$ cat config.mk
export PLATFORM = sky130hd
export DESIGN_NAME = tinyalu_serial_responder
export DESIGN_NICKNAME = d
export VERILOG_FILES = /design/src/rtl/tinyalu_serial_pkg.sv /design/src/rtl/tinyalu_serial_responder_word_rx.sv /design/src/rtl/tinyalu_serial_responder.sv
export SDC_FILE = /design/constraint.sdc
export NUM_CORES = 1
export LEC_CHECK = 0
export BUFFER_PORTS_ARGS = -buffer_cell sky130_fd_sc_hd__buf_2
export CAP_MARGIN = 10
export CORE_ASPECT_RATIO = 1.2
export CORE_UTILIZATION = 57
export CTS_BUF_LIST = sky130_fd_sc_hd__clkbuf_8
export DETAILED_ROUTE_END_ITERATION = 16
export GPL_TIMING_DRIVEN = 0
export HOLD_SLACK_MARGIN = 0.03
export PLACE_DENSITY = 0.73
export SKIP_LAST_GASP = 1
export SLEW_MARGIN = 5
export SYNTH_ARGS = -nofsm -noshare
export SYNTH_HDL_FRONTEND = slang
export SYNTH_SLANG_ARGS = --single-unit
$ cat constraint.sdc
create_clock -name clk -period 8.2 [get_ports clk]
set_clock_uncertainty 0.1 [all_clocks]
set_input_delay 0.82 -clock clk [delete_from_list [all_inputs] [get_ports clk]]
set_output_delay 0.82 -clock clk [all_outputs]
set_load 0.02 [all_outputs]
$ cat src/rtl/tinyalu_serial_pkg.sv
// Shared types, constants and word helpers for the TinyALU serial link.
package tinyalu_serial_pkg;

  localparam int unsigned WORD_BITS     = 10;
  localparam int unsigned RESP_WORDS    = 3;
  localparam int unsigned RESP_BITS     = WORD_BITS * RESP_WORDS;

  localparam int unsigned ST_BIT_ANY    = 7;
  localparam int unsigned ST_BIT_DATA   = 2;
  localparam int unsigned ST_BIT_OP     = 1;
  localparam int unsigned ST_BIT_PARITY = 0;

  typedef enum logic {
    PL_DATA = 1'b0,
    PL_CMD  = 1'b1
  } payload_t;

  typedef enum logic [2:0] {
    OP_AND = 3'b000,
    OP_OR  = 3'b001,
    OP_XOR = 3'b010,
    OP_ADD = 3'b011,
    OP_SUB = 3'b100,
    OP_MUL = 3'b101
  } op_t;

  typedef enum logic [1:0] {
    ST_RX,
    ST_EXEC,
    ST_TX
  } state_t;

  typedef struct packed {
    logic data;
    logic op;
    logic parity;
  } err_t;

  // Even parity over payload bit and data (word bits 9..1).
  function automatic logic word_parity(input logic [WORD_BITS-1:0] w);
    return ^(w >> 1);
  endfunction

  // Build a complete word {payload, data, parity}.
  function automatic logic [WORD_BITS-1:0] make_word(input logic pl, input logic [7:0] d);
    logic [WORD_BITS-1:0] w;
    w    = {pl, d, 1'b0};
    w[0] = word_parity(w);
    return w;
  endfunction

endpackage

$ cat src/rtl/tinyalu_serial_responder_word_rx.sv
// Serial word receiver: shifts in 10-bit words MSB first, flags completion for one cycle.
module tinyalu_word_rx
  import tinyalu_serial_pkg::*;
(
  input  logic       clk,
  input  logic       rst_n,
  input  logic       en_i,
  input  logic       enable_n_i,
  input  logic       din_i,
  output logic       word_done_o,
  output payload_t   payload_o,
  output logic [7:0] data_o,
  output logic       parity_ok_o
);

  localparam int unsigned CNT_W = 4;

  logic [WORD_BITS-2:0] shift_q;
  logic [CNT_W-1:0]     cnt_q;
  logic [WORD_BITS-1:0] word_c;

  // Current shift contents plus the bit being sampled this edge.
  assign word_c = {shift_q, din_i};

  // Shift/count while enabled; a gap in enable_n or leaving RX drops the partial word.
  always_ff @(posedge clk or negedge rst_n) begin
    if (!rst_n) begin
      shift_q     <= '0;
      cnt_q       <= '0;
      word_done_o <= 1'b0;
      payload_o   <= PL_DATA;
      data_o      <= '0;
      parity_ok_o <= 1'b0;
    end else begin
      word_done_o <= 1'b0;
      if (!en_i || enable_n_i) begin
        cnt_q <= '0;
      end else if (cnt_q == CNT_W'(WORD_BITS - 1)) begin
        cnt_q       <= '0;
        word_done_o <= 1'b1;
        payload_o   <= payload_t'(word_c[9]);
        data_o      <= word_c[8:1];
        parity_ok_o <= (word_parity(word_c) == word_c[0]);
      end else begin
        shift_q <= word_c[WORD_BITS-2:0];
        cnt_q   <= cnt_q + CNT_W'(1);
      end
    end
  end

endmodule

$ cat src/rtl/tinyalu_serial_responder.sv
// DUT-side TinyALU serial endpoint: collects A, B, CMD; executes; returns status/MSB/LSB words.
module tinyalu_serial_responder
  import tinyalu_serial_pkg::*;
#(
  parameter int unsigned EXEC_LATENCY = 1
) (
  input  logic clk,
  input  logic rst_n,
  input  logic enable_n,
  input  logic din,
  output logic dout,
  output logic dout_valid
);

  localparam int unsigned LAT_W = 4;
  localparam int unsigned TX_W  = 5;

  state_t               state_q;
  logic [1:0]           wcnt_q;
  err_t                 err_q;
  err_t                 err_d;
  logic [7:0]           a_q;
  logic [7:0]           b_q;
  logic [LAT_W-1:0]     lat_q;
  logic [TX_W-1:0]      tx_q;
  logic [RESP_BITS-1:0] frame_q;
  logic [RESP_BITS-1:0] frame_c;
  logic [7:0]           status_c;
  logic [15:0]          result_c;

  logic       rx_done;
  payload_t   rx_payload;
  logic [7:0] rx_data;
  logic       rx_parity_ok;

  tinyalu_word_rx u_word_rx (
    .clk         (clk),
    .rst_n       (rst_n),
    .en_i        (state_q == ST_RX),
    .enable_n_i  (enable_n),
    .din_i       (din),
    .word_done_o (rx_done),
    .payload_o   (rx_payload),
    .data_o      (rx_data),
    .parity_ok_o (rx_parity_ok)
  );

  // 8-bit operation with 16-bit result; SUB wraps to sign-extended two's complement.
  function automatic logic [15:0] alu(input op_t op, input logic [7:0] a, input logic [7:0] b);
    case (op)
      OP_AND:  return {8'h00, a & b};
      OP_OR:   return {8'h00, a | b};
      OP_XOR:  return {8'h00, a ^ b};
      OP_ADD:  return 16'(a) + 16'(b);
      OP_SUB:  return 16'(a) - 16'(b);
      OP_MUL:  return 16'(a) * 16'(b);
      default: return 16'h0000;
    endcase
  endfunction

  // Error flags including whatever the word completing this cycle contributes.
  always_comb begin
    err_d = err_q;
    if (rx_done) begin
      if (!rx_parity_ok) err_d.parity = 1'b1;
      if (rx_payload == PL_DATA) begin
        if (wcnt_q >= 2'd2) err_d.data = 1'b1;
      end else begin
        if (wcnt_q != 2'd2) err_d.data = 1'b1;
        if (rx_data[2:0] inside {3'b110, 3'b111}) err_d.op = 1'b1;
      end
    end
  end

  // Response frame assembled at command time: status, result MSB, result LSB.
  always_comb begin
    status_c                = '0;
    status_c[ST_BIT_ANY]    = |err_d;
    status_c[ST_BIT_DATA]   = err_d.data;
    status_c[ST_BIT_OP]     = err_d.op;
    status_c[ST_BIT_PARITY] = err_d.parity;
    result_c                = (|err_d) ? 16'h0000 : alu(op_t'(rx_data[2:0]), a_q, b_q);
    frame_c                 = {make_word(PL_DATA, status_c),
                               make_word(PL_DATA, result_c[15:8]),
                               make_word(PL_DATA, result_c[7:0])};
  end

  // Control FSM RX -> EXEC -> TX with registered serial output.
  always_ff @(posedge clk or negedge rst_n) begin
    if (!rst_n) begin
      state_q    <= ST_RX;
      wcnt_q     <= '0;
      err_q      <= '0;
      a_q        <= '0;
      b_q        <= '0;
      lat_q      <= '0;
      tx_q       <= '0;
      frame_q    <= '0;
      dout       <= 1'b0;
      dout_valid <= 1'b0;
    end else begin
      case (state_q)
        ST_RX: begin
          if (rx_done) begin
            err_q <= err_d;
            if (rx_payload == PL_DATA) begin
              if (wcnt_q == 2'd0) a_q <= rx_data;
              if (wcnt_q == 2'd1) b_q <= rx_data;
              if (wcnt_q != 2'd3) wcnt_q <= wcnt_q + 2'd1;
            end else begin
              frame_q <= frame_c;
              lat_q   <= '0;
              state_q <= ST_EXEC;
            end
          end
        end
        ST_EXEC: begin
          if (lat_q == LAT_W'(EXEC_LATENCY - 1)) begin
            state_q    <= ST_TX;
            tx_q       <= '0;
            dout       <= frame_q[RESP_BITS-1];
            dout_valid <= 1'b1;
            frame_q    <= {frame_q[RESP_BITS-2:0], 1'b0};
          end else begin
            lat_q <= lat_q + LAT_W'(1);
          end
        end
        ST_TX: begin
          if (tx_q == TX_W'(RESP_BITS - 1)) begin
            state_q    <= ST_RX;
            dout       <= 1'b0;
            dout_valid <= 1'b0;
            wcnt_q     <= '0;
            err_q      <= '0;
          end else begin
            tx_q    <= tx_q + TX_W'(1);
            dout    <= frame_q[RESP_BITS-1];
            frame_q <= {frame_q[RESP_BITS-2:0], 1'b0};
          end
        end
        default: state_q <= ST_RX;
      endcase
    end
  end

endmodule

==> run metrics <==
YS warnings 0; crit path launch type register; fraction of the mapped netlist area in adder cells 0.227; post-synth cell types 60; CTS Root Cell clkbuf_8; Die Ht 127 microns; IO buf count 5; worst endpoint data arrival time 6.02 ns; CTS Sinks 88; core area 0.0127 sq mm; Remaining DRCs 0; Synth Instances 857; fraction of layout instances using a drive strength above 1 0.0718; # rows 45; drt pass-1 iters 6; non-filler cells, final 1042; Hold Path Class input pin to asynchronous set/reset pin; Worst R2R Setup Slack 2.40 ns; vias in the first global route 6354; Die ar. 0.0136 sq mm; Max stage delay on crit path 0.55 ns; Crit. End Element register; post-synthesis compound-gate area fraction 0.170; pwr/cell area 115 mW/mm^2; length in cells of the worst reg-to-reg path 19; # IOs 6; crit path time final 5.80 ns; Mean Syn Cell Area 8.72 sq um; WHS 0.295 ns; Skew-Pair Late Insertion Delay 0.37 ns; width of the chip 107 microns; CTS Buf Count 9; final WL 17700 microns; Peak VDD IR 0.154 mV; area growth from synthesis to layout 6.39%; Critical Path RT 8.42 ns; RD Place Congestion 0.941; RSZ-0062 raised after global routing false; EDFF count, synth 0; first-pass GRT wire length 30000 microns; Mapped Area 0.00748 sq mm; wire per inst 17.0 microns; outcome finished, final reports clean; slowest CP cell fa_1; Placement Cell Area 0.00774 sq mm; commonest non-fill, non-tap cells in the layout nand2_1, nor2_1, inv_1; Post-Synth Simple-Gate Area 0.146; critical path class register to register; commonest non-fill, non-tap cell in the layout nand2_1; post-synthesis mux area share 0.0547; ys async rst share 1.00; Most used DFF post-synth dfrtp_1; Worst slew margin 0.443; largest family of logic cells by synthesized area adder cells; vias 6194; GRT Util Overall 0.281; grt ovf 0; max_cap viols 0; dpl cells 1027; DR vias/cell 5.94; Worst Path Buf+Inv 4; dpl hpwl 13800 microns; Post-Syn Nets 974; Initial DRC Count 401; clock tree buffer depth 2; CTS tree done; Initial Util 0.588; Final WS setup 2.40 ns; Final Hold Fails 0; Net count, final 991; Tot Pwr 0.918 mW; Finished Core Util 0.625; reg-to-reg startpoint a_q[4]$_DFFE_PN0P_; Pleak 3.69 nW; Worst Tran Pin Value 0.829 ns; diode count 0; count of final setup violators 0; clock-pin slew of the registers on the worst-case setup and hold paths 0.10 ns; Post-Place Setup Slack 2.44 ns; setup bufs post-CTS 0; reg-to-reg endpoint frame_q[10]$_DFFE_PN0P_; Max H-tree Level 3; Post-CTS Hold Buffers 0; fin area 0.00795 sq mm; crit path max fanout 6; fmax 172 MHz; Final Max Slew Viols 0; initial antenna violation count 0; register area share after synthesis 0.295; post-route ant nets 0; delay-heaviest family, CP adder cells; worst path cell trace inv_1 > nor2_1 > fa_1 > fa_1 > fa_1 > inv_1 > fa_1 > inv_1 > ha_1 > inv_1 > o31ai_1 > nand2_1 > xnor2_1 > a21oi_1 > xnor3_1 > o211a_1 > nand2b_1 > or4_1 > nand3_1; post-synthesis xor/xnor area fraction 0.0405; synthesized flop and latch total 88; largest net degree at the start of global routing 54; cts repair resizes 0; fin crit share 0.707; setup TNS 0 ns
[synth_stat cells, types with 9 or more instances]
| master | instances | area [sq um] |
|---|---|---|
| ha_1 | 75 | 938 |
| clkbuf_1 | 23 | 86.3 |
| a21oi_1 | 56 | 280 |
| mux2_2 | 29 | 327 |
| nand2_1 | 101 | 379 |
| nand3_1 | 10 | 50.1 |
| nor2_1 | 94 | 353 |
| o21ai_0 | 70 | 350 |
| inv_1 | 90 | 338 |
| xnor2_1 | 27 | 236 |
| nor3_1 | 16 | 80.1 |
| dfrtp_1 | 88 | 2200 |
| a211oi_1 | 9 | 67.6 |
| fa_1 | 38 | 761 |
[sequential cells by signal, summed over array words and instances (netlist names), 2 cells and up]
register	cells
a_q	8
b_q	8
tx_q	5
state_q	2
wcnt_q	2
u_word_rx.cnt_q	4
u_word_rx.shift_q	9
u_word_rx.data_o	8
err_q	3
lat_q	4
frame_q	30
[worst max path at each step]
stage                             startpoint  depth (start not counted)  slack, ns                 endpoint
after floorplan           a_q[1]$_DFFE_PN0P_                         19       2.98  frame_q[10]$_DFFE_PN0P_
after global placement    a_q[1]$_DFFE_PN0P_                         19       2.54  frame_q[10]$_DFFE_PN0P_
after detailed placement  a_q[3]$_DFFE_PN0P_                         19       2.44  frame_q[10]$_DFFE_PN0P_
after CTS                 a_q[1]$_DFFE_PN0P_                         19       2.42  frame_q[10]$_DFFE_PN0P_
after global routing      a_q[4]$_DFFE_PN0P_                         19       2.08  frame_q[10]$_DFFE_PN0P_
final                     a_q[4]$_DFFE_PN0P_                         19       2.40  frame_q[10]$_DFFE_PN0P_
[area by class of cell]
type | instances | area, sq um
multi-input cells | 642 | 4780
fillers | 1140 | 4770
flip-flops and latches | 88 | 2200
inverters | 94 | 353
well taps | 164 | 205
plain buffers | 33 | 141
clock buffers | 9 | 124
clock inverters | 6 | 93.8
repair buffers | 6 | 55.1
[cell families after synthesis]
| group | after synthesis |
|---|---|
| AND/OR/NAND/NOR | 253 |
| AO/OA/AOI/OAI | 207 |
| buffers and inverters | 127 |
| adder cells (fa/ha/maj) | 113 |
| flip-flops | 88 |
| multiplexers | 36 |
| XOR/XNOR | 33 |
[power by group]
| part | switching (mW) | internal (mW) | total (mW) |
|---|---|---|---|
| sequential | 0.0205 | 0.451 | 0.471 |
| clock | 0.163 | 0.172 | 0.335 |
| combinational | 0.0559 | 0.0557 | 0.112 |
| total | 0.239 | 0.679 | 0.918 |
[routing by layer]
metal,vias up,track usage,share of wire,wire (microns)
met4,0,0.115,0.030,533
met5,-,0,0,0
li1,2949,-,-,-
met1,3055,0.352,0.43,7660
met2,142,0.494,0.51,9000
met3,48,0.0311,0.032,560
(Power assumes the default switching activity.)
